--- src/rtl/vga_csr_pkg.sv ---
// Shared types and constants for the VGA CSR bank.
// Holds the register index map, the active timing struct and the field
// positions used by the CSR decode and read mux.
package vga_csr_pkg;

    localparam int DATA_W = 32;
    localparam int ADDR_W = 4;

    typedef enum logic [ADDR_W-1:0] {
        CSR_CTRL = 4'd0,
        CSR_HTIM = 4'd1,
        CSR_VTIM = 4'd2,
        CSR_SYNC = 4'd3,
        CSR_STAT = 4'd4,
        CSR_IRQ  = 4'd5
    } csr_idx_e;

    typedef struct packed {
        logic [11:0] h_active;
        logic [11:0] h_total;
        logic [11:0] v_active;
        logic [11:0] v_total;
        logic [7:0]  hsync_w;
        logic [7:0]  vsync_w;
    } vga_timing_t;

    localparam int CTRL_EN_BIT     = 0;
    localparam int CTRL_COMMIT_BIT = 1;
    localparam int TIM_W           = 12;
    localparam int TIM_LO_LSB      = 0;
    localparam int TIM_HI_LSB      = 16;
    localparam int SYNC_FIELD_W    = 8;
    localparam int HSYNC_LSB       = 0;
    localparam int VSYNC_LSB       = 8;
    localparam int STAT_PEND_BIT   = 0;
    localparam int STAT_CNT_LSB    = 16;
    localparam int FRAME_CNT_W     = 16;
    localparam int IRQ_DONE_BIT    = 0;

    // Builds the HTIM/VTIM read word from a {hi, lo} pair of 12-bit fields.
    function automatic logic [DATA_W-1:0] pack_tim(input logic [TIM_W-1:0] lo,
                                                    input logic [TIM_W-1:0] hi);
        logic [DATA_W-1:0] word;
        word = '0;
        word[TIM_LO_LSB +: TIM_W] = lo;
        word[TIM_HI_LSB +: TIM_W] = hi;
        return word;
    endfunction

endpackage

--- src/rtl/vga_native_if.sv ---
// Native register port between the AXI-Lite slave FSM and the CSR bank.
// Word-indexed, full 32-bit writes, read data registered by the bank.
interface vga_native_if;
    import vga_csr_pkg::*;

    logic              write_en;
    logic [ADDR_W-1:0] addr_write;
    logic [DATA_W-1:0] data2native;
    logic              read_en_sync;
    logic [ADDR_W-1:0] addr_read;
    logic [DATA_W-1:0] data2axil;

    modport csr (
        input  write_en,
        input  addr_write,
        input  data2native,
        input  read_en_sync,
        input  addr_read,
        output data2axil
    );

endinterface

--- src/rtl/vga_csr_shadow_reg.sv ---
// Staging/active register pair for one timing field group.
// Software writes land in staging; active only follows staging on commit,
// and because both update on the same edge a simultaneous write and commit
// moves the old staging value into active.
module vga_csr_shadow_reg #(
    parameter int               WIDTH = 8,
    parameter logic [WIDTH-1:0] RST   = '0
) (
    input  logic             clk,
    input  logic             arst_n,
    input  logic             wr_en,
    input  logic [WIDTH-1:0] wdata,
    input  logic             commit,
    output logic [WIDTH-1:0] staging,
    output logic [WIDTH-1:0] active
);

    // Staging captures writes, active captures staging on commit.
    always_ff @(posedge clk) begin
        if (!arst_n) begin
            staging <= RST;
            active  <= RST;
        end else begin
            if (wr_en) begin
                staging <= wdata;
            end
            if (commit) begin
                active <= staging;
            end
        end
    end

endmodule

--- src/rtl/vga_csr_bank.sv ---
// VGA timing CSR bank behind the native register port.
// Timing fields and CTRL.en are staged and only reach the sync generator on
// a frame boundary after software sets CTRL.commit. Also exposes the commit
// status and a frame counter.
// Optional feature: define VGA_CSR_IRQ_EN to add the frame_done sticky bit
// at index 5 and the irq_o output.
module vga_csr_bank
    import vga_csr_pkg::*;
#(
    parameter logic [11:0] H_ACTIVE_RST = 12'd640,
    parameter logic [11:0] H_TOTAL_RST  = 12'd800,
    parameter logic [11:0] V_ACTIVE_RST = 12'd480,
    parameter logic [11:0] V_TOTAL_RST  = 12'd525,
    parameter logic [7:0]  HSYNC_W_RST  = 8'd96,
    parameter logic [7:0]  VSYNC_W_RST  = 8'd2
) (
    input  logic         clk,
    input  logic         arst_n,
    vga_native_if.csr    native_if,
    input  logic         frame_start_i,
    output vga_timing_t  timing_o,
`ifdef VGA_CSR_IRQ_EN
    output logic         enable_o,
    output logic         irq_o
`else
    output logic         enable_o
`endif
);

    logic [DATA_W-1:0]      wdata;
    logic                   wr_ctrl;
    logic                   wr_htim;
    logic                   wr_vtim;
    logic                   wr_sync;
    logic                   commit;
    logic                   commit_pending;
    logic [FRAME_CNT_W-1:0] frame_cnt;
    logic [DATA_W-1:0]      rdata;
    logic                   unused_wdata;

    logic [2*TIM_W-1:0]        htim_stage;
    logic [2*TIM_W-1:0]        htim_act;
    logic [2*TIM_W-1:0]        vtim_stage;
    logic [2*TIM_W-1:0]        vtim_act;
    logic [2*SYNC_FIELD_W-1:0] sync_stage;
    logic [2*SYNC_FIELD_W-1:0] sync_act;
    logic                      en_stage;
    logic                      en_act;

    assign wdata        = native_if.data2native;
    assign unused_wdata = &{1'b0, wdata[DATA_W-1:TIM_HI_LSB+TIM_W]};

    assign wr_ctrl = native_if.write_en && (native_if.addr_write == CSR_CTRL);
    assign wr_htim = native_if.write_en && (native_if.addr_write == CSR_HTIM);
    assign wr_vtim = native_if.write_en && (native_if.addr_write == CSR_VTIM);
    assign wr_sync = native_if.write_en && (native_if.addr_write == CSR_SYNC);

    // A frame boundary only applies staging when a commit was already pending.
    assign commit = frame_start_i && commit_pending;

    vga_csr_shadow_reg #(
        .WIDTH (2*TIM_W),
        .RST   ({H_TOTAL_RST, H_ACTIVE_RST})
    ) u_htim (
        .clk     (clk),
        .arst_n  (arst_n),
        .wr_en   (wr_htim),
        .wdata   ({wdata[TIM_HI_LSB +: TIM_W], wdata[TIM_LO_LSB +: TIM_W]}),
        .commit  (commit),
        .staging (htim_stage),
        .active  (htim_act)
    );

    vga_csr_shadow_reg #(
        .WIDTH (2*TIM_W),
        .RST   ({V_TOTAL_RST, V_ACTIVE_RST})
    ) u_vtim (
        .clk     (clk),
        .arst_n  (arst_n),
        .wr_en   (wr_vtim),
        .wdata   ({wdata[TIM_HI_LSB +: TIM_W], wdata[TIM_LO_LSB +: TIM_W]}),
        .commit  (commit),
        .staging (vtim_stage),
        .active  (vtim_act)
    );

    vga_csr_shadow_reg #(
        .WIDTH (2*SYNC_FIELD_W),
        .RST   ({VSYNC_W_RST, HSYNC_W_RST})
    ) u_sync (
        .clk     (clk),
        .arst_n  (arst_n),
        .wr_en   (wr_sync),
        .wdata   ({wdata[VSYNC_LSB +: SYNC_FIELD_W], wdata[HSYNC_LSB +: SYNC_FIELD_W]}),
        .commit  (commit),
        .staging (sync_stage),
        .active  (sync_act)
    );

    vga_csr_shadow_reg #(
        .WIDTH (1),
        .RST   (1'b0)
    ) u_en (
        .clk     (clk),
        .arst_n  (arst_n),
        .wr_en   (wr_ctrl),
        .wdata   (wdata[CTRL_EN_BIT]),
        .commit  (commit),
        .staging (en_stage),
        .active  (en_act)
    );

    assign timing_o.h_active = htim_act[TIM_W-1:0];
    assign timing_o.h_total  = htim_act[2*TIM_W-1:TIM_W];
    assign timing_o.v_active = vtim_act[TIM_W-1:0];
    assign timing_o.v_total  = vtim_act[2*TIM_W-1:TIM_W];
    assign timing_o.hsync_w  = sync_act[SYNC_FIELD_W-1:0];
    assign timing_o.vsync_w  = sync_act[2*SYNC_FIELD_W-1:SYNC_FIELD_W];
    assign enable_o          = en_act;

    // Commit request: cleared when applied, but a new request on the same edge wins.
    always_ff @(posedge clk) begin
        if (!arst_n) begin
            commit_pending <= 1'b0;
        end else begin
            if (commit) begin
                commit_pending <= 1'b0;
            end
            if (wr_ctrl && wdata[CTRL_COMMIT_BIT]) begin
                commit_pending <= 1'b1;
            end
        end
    end

    // Frame counter advances on each frame boundary while output is enabled.
    always_ff @(posedge clk) begin
        if (!arst_n) begin
            frame_cnt <= '0;
        end else if (frame_start_i && en_act) begin
            frame_cnt <= frame_cnt + 1'b1;
        end
    end

`ifdef VGA_CSR_IRQ_EN
    logic frame_done;
    logic wr_irq;

    assign wr_irq = native_if.write_en && (native_if.addr_write == CSR_IRQ);
    assign irq_o  = frame_done;

    // Sticky frame-done flag; a new frame beats a same-cycle software clear.
    always_ff @(posedge clk) begin
        if (!arst_n) begin
            frame_done <= 1'b0;
        end else if (frame_start_i && en_act) begin
            frame_done <= 1'b1;
        end else if (wr_irq && wdata[IRQ_DONE_BIT]) begin
            frame_done <= 1'b0;
        end
    end
`endif

    // Read mux returns staging values so software sees what it last wrote.
    always_comb begin
        rdata = '0;
        case (native_if.addr_read)
            CSR_CTRL: rdata[CTRL_EN_BIT] = en_stage;
            CSR_HTIM: rdata = pack_tim(htim_stage[TIM_W-1:0], htim_stage[2*TIM_W-1:TIM_W]);
            CSR_VTIM: rdata = pack_tim(vtim_stage[TIM_W-1:0], vtim_stage[2*TIM_W-1:TIM_W]);
            CSR_SYNC: rdata[2*SYNC_FIELD_W-1:0] = sync_stage;
            CSR_STAT: begin
                rdata[STAT_PEND_BIT]                   = commit_pending;
                rdata[STAT_CNT_LSB +: FRAME_CNT_W]     = frame_cnt;
            end
`ifdef VGA_CSR_IRQ_EN
            CSR_IRQ:  rdata[IRQ_DONE_BIT] = frame_done;
`endif
            default:  rdata = '0;
        endcase
    end

    // Read data is captured on the request cycle and held until the next read.
    always_ff @(posedge clk) begin
        if (!arst_n) begin
            native_if.data2axil <= '0;
        end else if (native_if.read_en_sync) begin
            native_if.data2axil <= rdata;
        end
    end

endmodule
--- src/flat_wrapper.sv ---
// flat-port wrapper written by rule: the top's interface ports become plain ports
module vga_csr_bank_flat import vga_csr_pkg::*;
#(
    parameter logic [11:0] H_ACTIVE_RST = 12'd640,
    parameter logic [11:0] H_TOTAL_RST  = 12'd800,
    parameter logic [11:0] V_ACTIVE_RST = 12'd480,
    parameter logic [11:0] V_TOTAL_RST  = 12'd525,
    parameter logic [7:0]  HSYNC_W_RST  = 8'd96,
    parameter logic [7:0]  VSYNC_W_RST  = 8'd2
)
  (clk, arst_n, frame_start_i, timing_o, enable_o, native_if_write_en, native_if_addr_write, native_if_data2native, native_if_read_en_sync, native_if_addr_read, native_if_data2axil);
  vga_native_if native_if_i ();
  input  logic clk;
  input  logic arst_n;
  input  logic frame_start_i;
  output vga_timing_t timing_o;
  output logic enable_o;
  input wire logic [$bits(native_if_i.write_en)-1:0] native_if_write_en;
  input wire logic [$bits(native_if_i.addr_write)-1:0] native_if_addr_write;
  input wire logic [$bits(native_if_i.data2native)-1:0] native_if_data2native;
  input wire logic [$bits(native_if_i.read_en_sync)-1:0] native_if_read_en_sync;
  input wire logic [$bits(native_if_i.addr_read)-1:0] native_if_addr_read;
  output wire logic [$bits(native_if_i.data2axil)-1:0] native_if_data2axil;
  assign native_if_i.write_en = native_if_write_en;
  assign native_if_i.addr_write = native_if_addr_write;
  assign native_if_i.data2native = native_if_data2native;
  assign native_if_i.read_en_sync = native_if_read_en_sync;
  assign native_if_i.addr_read = native_if_addr_read;
  assign native_if_data2axil = native_if_i.data2axil;
  vga_csr_bank #(.H_ACTIVE_RST(H_ACTIVE_RST), .H_TOTAL_RST(H_TOTAL_RST), .V_ACTIVE_RST(V_ACTIVE_RST), .V_TOTAL_RST(V_TOTAL_RST), .HSYNC_W_RST(HSYNC_W_RST), .VSYNC_W_RST(VSYNC_W_RST)) u_core (.clk(clk), .arst_n(arst_n), .native_if(native_if_i), .frame_start_i(frame_start_i), .timing_o(timing_o), .enable_o(enable_o));
endmodule
--- config.mk ---
export PLATFORM = sky130hd
export DESIGN_NAME = vga_csr_bank_flat
export DESIGN_NICKNAME = d
export VERILOG_FILES = /design/src/rtl/vga_csr_pkg.sv /design/src/rtl/vga_native_if.sv /design/src/rtl/vga_csr_shadow_reg.sv /design/src/rtl/vga_csr_bank.sv /design/src/flat_wrapper.sv
export SDC_FILE = /design/constraint.sdc
export NUM_CORES = 1
export LEC_CHECK = 0
export BUFFER_PORTS_ARGS = -buffer_cell sky130_fd_sc_hd__clkbuf_2
export CAP_MARGIN = 10
export CORE_ASPECT_RATIO = 1.2
export CORE_MARGIN = 2
export CORE_UTILIZATION = 54
export DETAILED_ROUTE_END_ITERATION = 7
export PLACE_DENSITY_LB_ADDON = 0.12
export SETUP_SLACK_MARGIN = 0.2
export SYNTH_ARGS = -nofsm -noshare
export SYNTH_HDL_FRONTEND = slang
export SYNTH_SLANG_ARGS = --single-unit
--- constraint.sdc ---
create_clock -name clk -period 1.9 [get_ports clk]
set_input_delay 0.19 -clock clk [delete_from_list [all_inputs] [get_ports clk]]
set_output_delay 0.19 -clock clk [all_outputs]
set_load 0.02 [all_outputs]
**After elaboration in Yosys (flattened, before gate mapping)**

Cells that the tools add are included.

- $add $sub $neg: 1
- Equal/unequal tests: 7
- Muxes and demuxes: 5
- Reductions and logical operators: 10

Operator list:

| cell | count |
|---|---|
| 16-bit one-hot mux with 3 select lines | 1 |
| 15-bit one-hot mux with 3 select lines | 1 |
| 16-bit by 1-bit adder with 16-bit output, second input constant | 1 |
| 4-bit by 2-bit equality test with 1-bit output, second input constant | 4 |
| 4-bit by 1-bit equality test with 1-bit output, second input constant | 2 |
| 4-bit logical NOT | 2 |
| 1-bit logical AND | 7 |
| 1-bit one-hot mux with 5 select lines | 1 |
| 4-bit by 3-bit equality test with 1-bit output, second input constant | 1 |
| 1-bit 2-to-1 mux | 2 |
| 2-bit nonzero test | 1 |

- Register bits: 179
- Bits of input ports: 45
- Output and inout bits: 97
- Logic and storage cells: 34

**Logic depth before layout (Yosys ltp)**

- Depth in word-level cells: 4
- Gate-level depth with buffers: 6
- Depth with buffers taken out: 5

**Modules after synthesis**

A second synthesis with hierarchy kept.

- Cell total of the unflattened synthesis: 696
- Area total of the unflattened synthesis: 7,317.0 um2

Modules (own cells, without submodules):

| module | instances | cells each | area an instance (um2) | sequential area each (um2) |
|---|---|---|---|---|
| vga_csr_bank | 1 | 277 | 2,356.0 | 980.9 |
| vga_csr_shadow_reg at u_core.u_htim | 1 | 155 | 1,841.8 | 960.9 |
| vga_csr_shadow_reg at u_core.u_vtim | 1 | 155 | 1,826.8 | 960.9 |
| vga_csr_shadow_reg at u_core.u_sync | 1 | 103 | 1,219.9 | 640.6 |
| vga_csr_shadow_reg at u_core.u_en | 1 | 6 | 72.6 | 40.0 |

**Least setup slack after synthesis**

No wires, ideal clock.

- Path kind: flip-flop to flip-flop
- From: reg u_core.u_en.active
- To: reg u_core.frame_cnt[15]
- Setup time: 0.070 ns
- Arrival time: 1.573 ns
- Path slack: 0.257 ns
- Stages on the path, launching flop included: 6
- Cell sequence: dfxtp_1 > nand3_2 > or2_1 > buf_6 > or4_1 > a21oi_1

- Cells in the longest elaborated chain, start to end: 1

Ends and longest elaborated chain:

| element | RTL line | RTL |
|---|---|---|
| start, declared | vga_csr_shadow_reg.sv:15 | `output logic [WIDTH-1:0] active` |
| start signal, assigned | vga_csr_shadow_reg.sv:28 | `active <= staging;` |
| 1-bit logical AND | vga_csr_bank.sv:139 | `end else if (frame_start_i && en_act) begin` |
| end signal, assigned | vga_csr_bank.sv:140 | `frame_cnt <= frame_cnt + 1'b1;` |
| end, declared | vga_csr_bank.sv:37 | `logic [FRAME_CNT_W-1:0] frame_cnt;` |

Every way passes these cells.
A chain may end at the register's enable or synchronous reset.

**Worst setup path after layout**

- From: reg u_core.frame_cnt[8]
- To: reg u_core.frame_cnt[15]

- Cells in the longest elaborated chain, start to end: 1

Ends and longest elaborated chain:

| element | RTL line |
|---|---|
| 16-bit by 1-bit adder with 16-bit output | vga_csr_bank.sv:140 |

Every way passes these cells.

==> flow_metrics.py <==
metrics = {
    "power": {
        "vdd_drop_max_mv": 0.610,
        "power.density_mw_per_mm2": 886,
        "power.leakage_nw": 3.34,
    },
    "floorplanning": {
        "dieArea_sq_mm": 0.0137,
        "row_count": 45,
        "ios": 142,
        "die_h_um": 128,
        "die_x_um": 107,
        "start_util_pct": 54.9,
        "core_sq_mm": 0.0126,
    },
    "layout": {
        "drive_gt1_share_pct": 21.9,
        "syn2layout_area_growth_pct": 21.9,
        "fillers": 1084,
        "nNetsFinal": 1023,
        "final_util_pct": 66.9,
        "diodes": 0,
    },
    "setup_path": {
        "end_kind": "flop",
        "critPathMaxFanout": 5,
        "crit_start": "u_core.frame_cnt[8]",
        "start_kind": "flop",
        "worstPathRequired_ns": 2.25,
        "r2r-start": "u_core.frame_cnt[8]",
        "setup.worst_path.class": "reg2reg",
        "critical_path_arrival_ns": 1.96,
    },
    "synth": {
        "synth_async_sr_flop_share_pct": 0,
        "yosysTopAreaCell": "dfxtp_1",
        "ys_warn_count": 0,
        "yosys-top-cells-area": "dfxtp_1 (52%), nand2_1 (15%), a21oi_1 (8.1%)",
        "synth_area_sq_mm": 0.00689,
        "avgSynthCellArea_sq_um": 8.08,
        "yosys-top-cells-count": "nand2_1 (279), dfxtp_1 (179), a21oi_1 (112)",
        "syn-num-nets": 899,
        "ys.flop_type": "dfxtp_1",
        "ys_ff_latch": 179,
        "synth_top_area_share_pct": 52.0,
        "synth_seq_area_share_pct": 52.0,
        "synth-edff-count": 0,
        "syn_inst": 853,
        "ys_types": 46,
        "synth.most_common_cell": "nand2_1",
    },
    "flow_run": {
        "cap_violations": 0,
    },
    "timing": {
        "min_period_over_period_pct": 84.5,
        "slew_violations": 0,
        "setup_tns_ns": 0,
        "fin_skew_ns": 0.00738,
        "slew_headroom_pct": 35.6,
        "tightest_slew_ns": 0.962,
        "final-setup-viol-count": 0,
        "finalHoldViolCount": 0,
        "fin_crit_ns": 1.60,
        "rsz0062_at_grt": "false",
        "clock.fmax_mhz": 623,
    },
    "worst_hold_path": {
        "hold_class": "in2reg",
        "min_from": "native_if_data2native[23]",
    },
    "routing": {
        "drt-initial-drc-count": 410,
        "vias": 6359,
        "wire_per_inst_um": 16.3,
        "drt_wl_total_um": 18800,
        "drcViolationCount": 0,
        "via_per_inst": 5.51,
        "first_pass_iters": 7,
        "detail-route-antenna-nets": 0,
    },
    "global_route": {
        "grt_usage_pct": 28.2,
        "grtUsageMet3_pct": 5.85,
        "antenna_found_initial": 0,
        "grt_pass1_wl_um": 30400,
        "use_met1_pct": 38.7,
        "grt_pass1_vias": 5969,
        "use_met2_pct": 44.4,
        "busiest_layer": "met2",
        "grt_overflow": 0,
        "grt_max_degree": 124,
    },
    "cts": {
        "root_buffer": "clkbuf_16",
        "cts_max_path_buffers": 2,
        "htree_levels": 4,
        "cts_tree": "built",
        "cts_made_buffers": 17,
        "cts_sinks": 179,
        "clk_pin_slew_ns": 0.07,
        "clock_latency_ns": 0.42,
    },
    "outcome": {
        "status": "completed",
    },
    "placement": {
        "place_hpwl_um": 12700,
        "io_buffers": 137,
        "place_congestion": 0.860,
    },
}
[metrics by stage]
| step | cell area [sq um] | instances | power [W] | setup slack, ns | hold slack (ns) |
|---|---|---|---|---|---|
| 5_1_grt | 8400 | 1154 | 0.00766 | 0.201 | 0.00539 |
| 3_3_place_gp | 7780 | 1117 | 0.00420 | 0.256 | 0.416 |
| 6_report | 8400 | 1154 | 0.00744 | 0.295 | 0.00869 |
| 2_1_floorplan | 6890 | 853 | 0.00405 | 0.257 | 0.314 |
| 3_5_place_dp | 7780 | 1117 | 0.00420 | 0.218 | 0.421 |
| 4_1_cts | 8390 | 1154 | 0.00747 | 0.240 | 0.000858 |
[power by group]
part | switching (W) | internal [W]
clock | 0.00149 | 0.00182
combinational | 0.000217 | 0.000113
sequential | 0.0000212 | 0.00378
[cells in the final DEF, fill, tap and decap left out, drive strengths merged, types with 4 or more instances in the layout]
cell type | netlist | layout
dfxtp | 179 | 179
a22o | 12 | 12
dlygate4sd3 | 0 | 5
buf | 20 | 23
inv | 12 | 16
o22ai | 12 | 12
nor2 | 23 | 23
mux2 | 11 | 11
nand4 | 6 | 6
nor3 | 4 | 4
or3 | 5 | 5
and2 | 12 | 12
nor2b | 12 | 12
clkinvlp | 0 | 5
a21oi | 112 | 112
xor2 | 7 | 7
clkbuf | 40 | 156
o21ai | 17 | 17
nand2 | 279 | 279
and3 | 4 | 4
nand3 | 38 | 38
a22oi | 23 | 23
[path summary, 6_finish.rpt]
kind / end / slack [ns] / cells after the start
max: u_core.frame_cnt[15] / 0.30 / 4
min: u_core.u_vtim.staging[19] / 0.009 / 3
min reg2reg: u_core.u_vtim.active[13] / 0.45 / 2
max reg2reg: u_core.frame_cnt[15] / 0.30 / 4
[critical path, cell delays in order (launching register included)]
cell and delay (ns):
dfxtp_1 0.42, and4_2 0.33, nand4_2 0.14, or4_1 0.52, a21oi_1 0.14
[routing by layer]
layer,vias up,routed length (um)
met5,-,0
met4,0,401
met3,33,1200
met2,236,8840
met1,2980,8400
li1,3110,-
[layout make-up]
class                           count  area, sq um  area share [%]
Clock buffer                       19          433            5.15
Clock inverter                     13          124            1.47
Inverter                           12         46.3           0.551
Multi-Input combinational cell    602         3040            36.1
Sequential cell                   179         3580            42.7
Tap cell                          164          205            2.44
Timing Repair Buffer              165          971            11.6
[state kept, by name, summed over array words and instances (netlist names)]
name and cells:
u_core.u_en.staging 1, u_core.u_vtim.active 24, u_core.u_sync.staging 16, u_core.u_htim.active 24, u_core.u_htim.staging 24, u_core.u_en.active 1, u_core.native_if.data2axil 32, u_core.frame_cnt 16
u_core.commit_pending 1, u_core.u_sync.active 16, u_core.u_vtim.staging 24
[logic make-up (layout without fill, tap and decap cells)]
logic type	Yosys count	in the layout	share of synthesized area [%]
multiplexers	14	14	2.23
AO/OA/AOI/OAI	179	179	14.9
buffers and inverters	72	209	4.27
AND/OR/NAND/NOR	398	398	25.2
adder cells (fa/ha/maj)	1	1	0.182
flip-flops	179	179	52.0
XOR/XNOR	10	10	1.27
[timing repair]
action | 4_1_cts | 5_1_grt
gates resized for setup | 0 | 4
endpoints found under the hold margin | 5 | 0
buffers inserted | 0 | 0
hold buffers | 5 | 0
endpoints found under the setup margin | 0 | 4
Power figures use the tool's default switching activity.
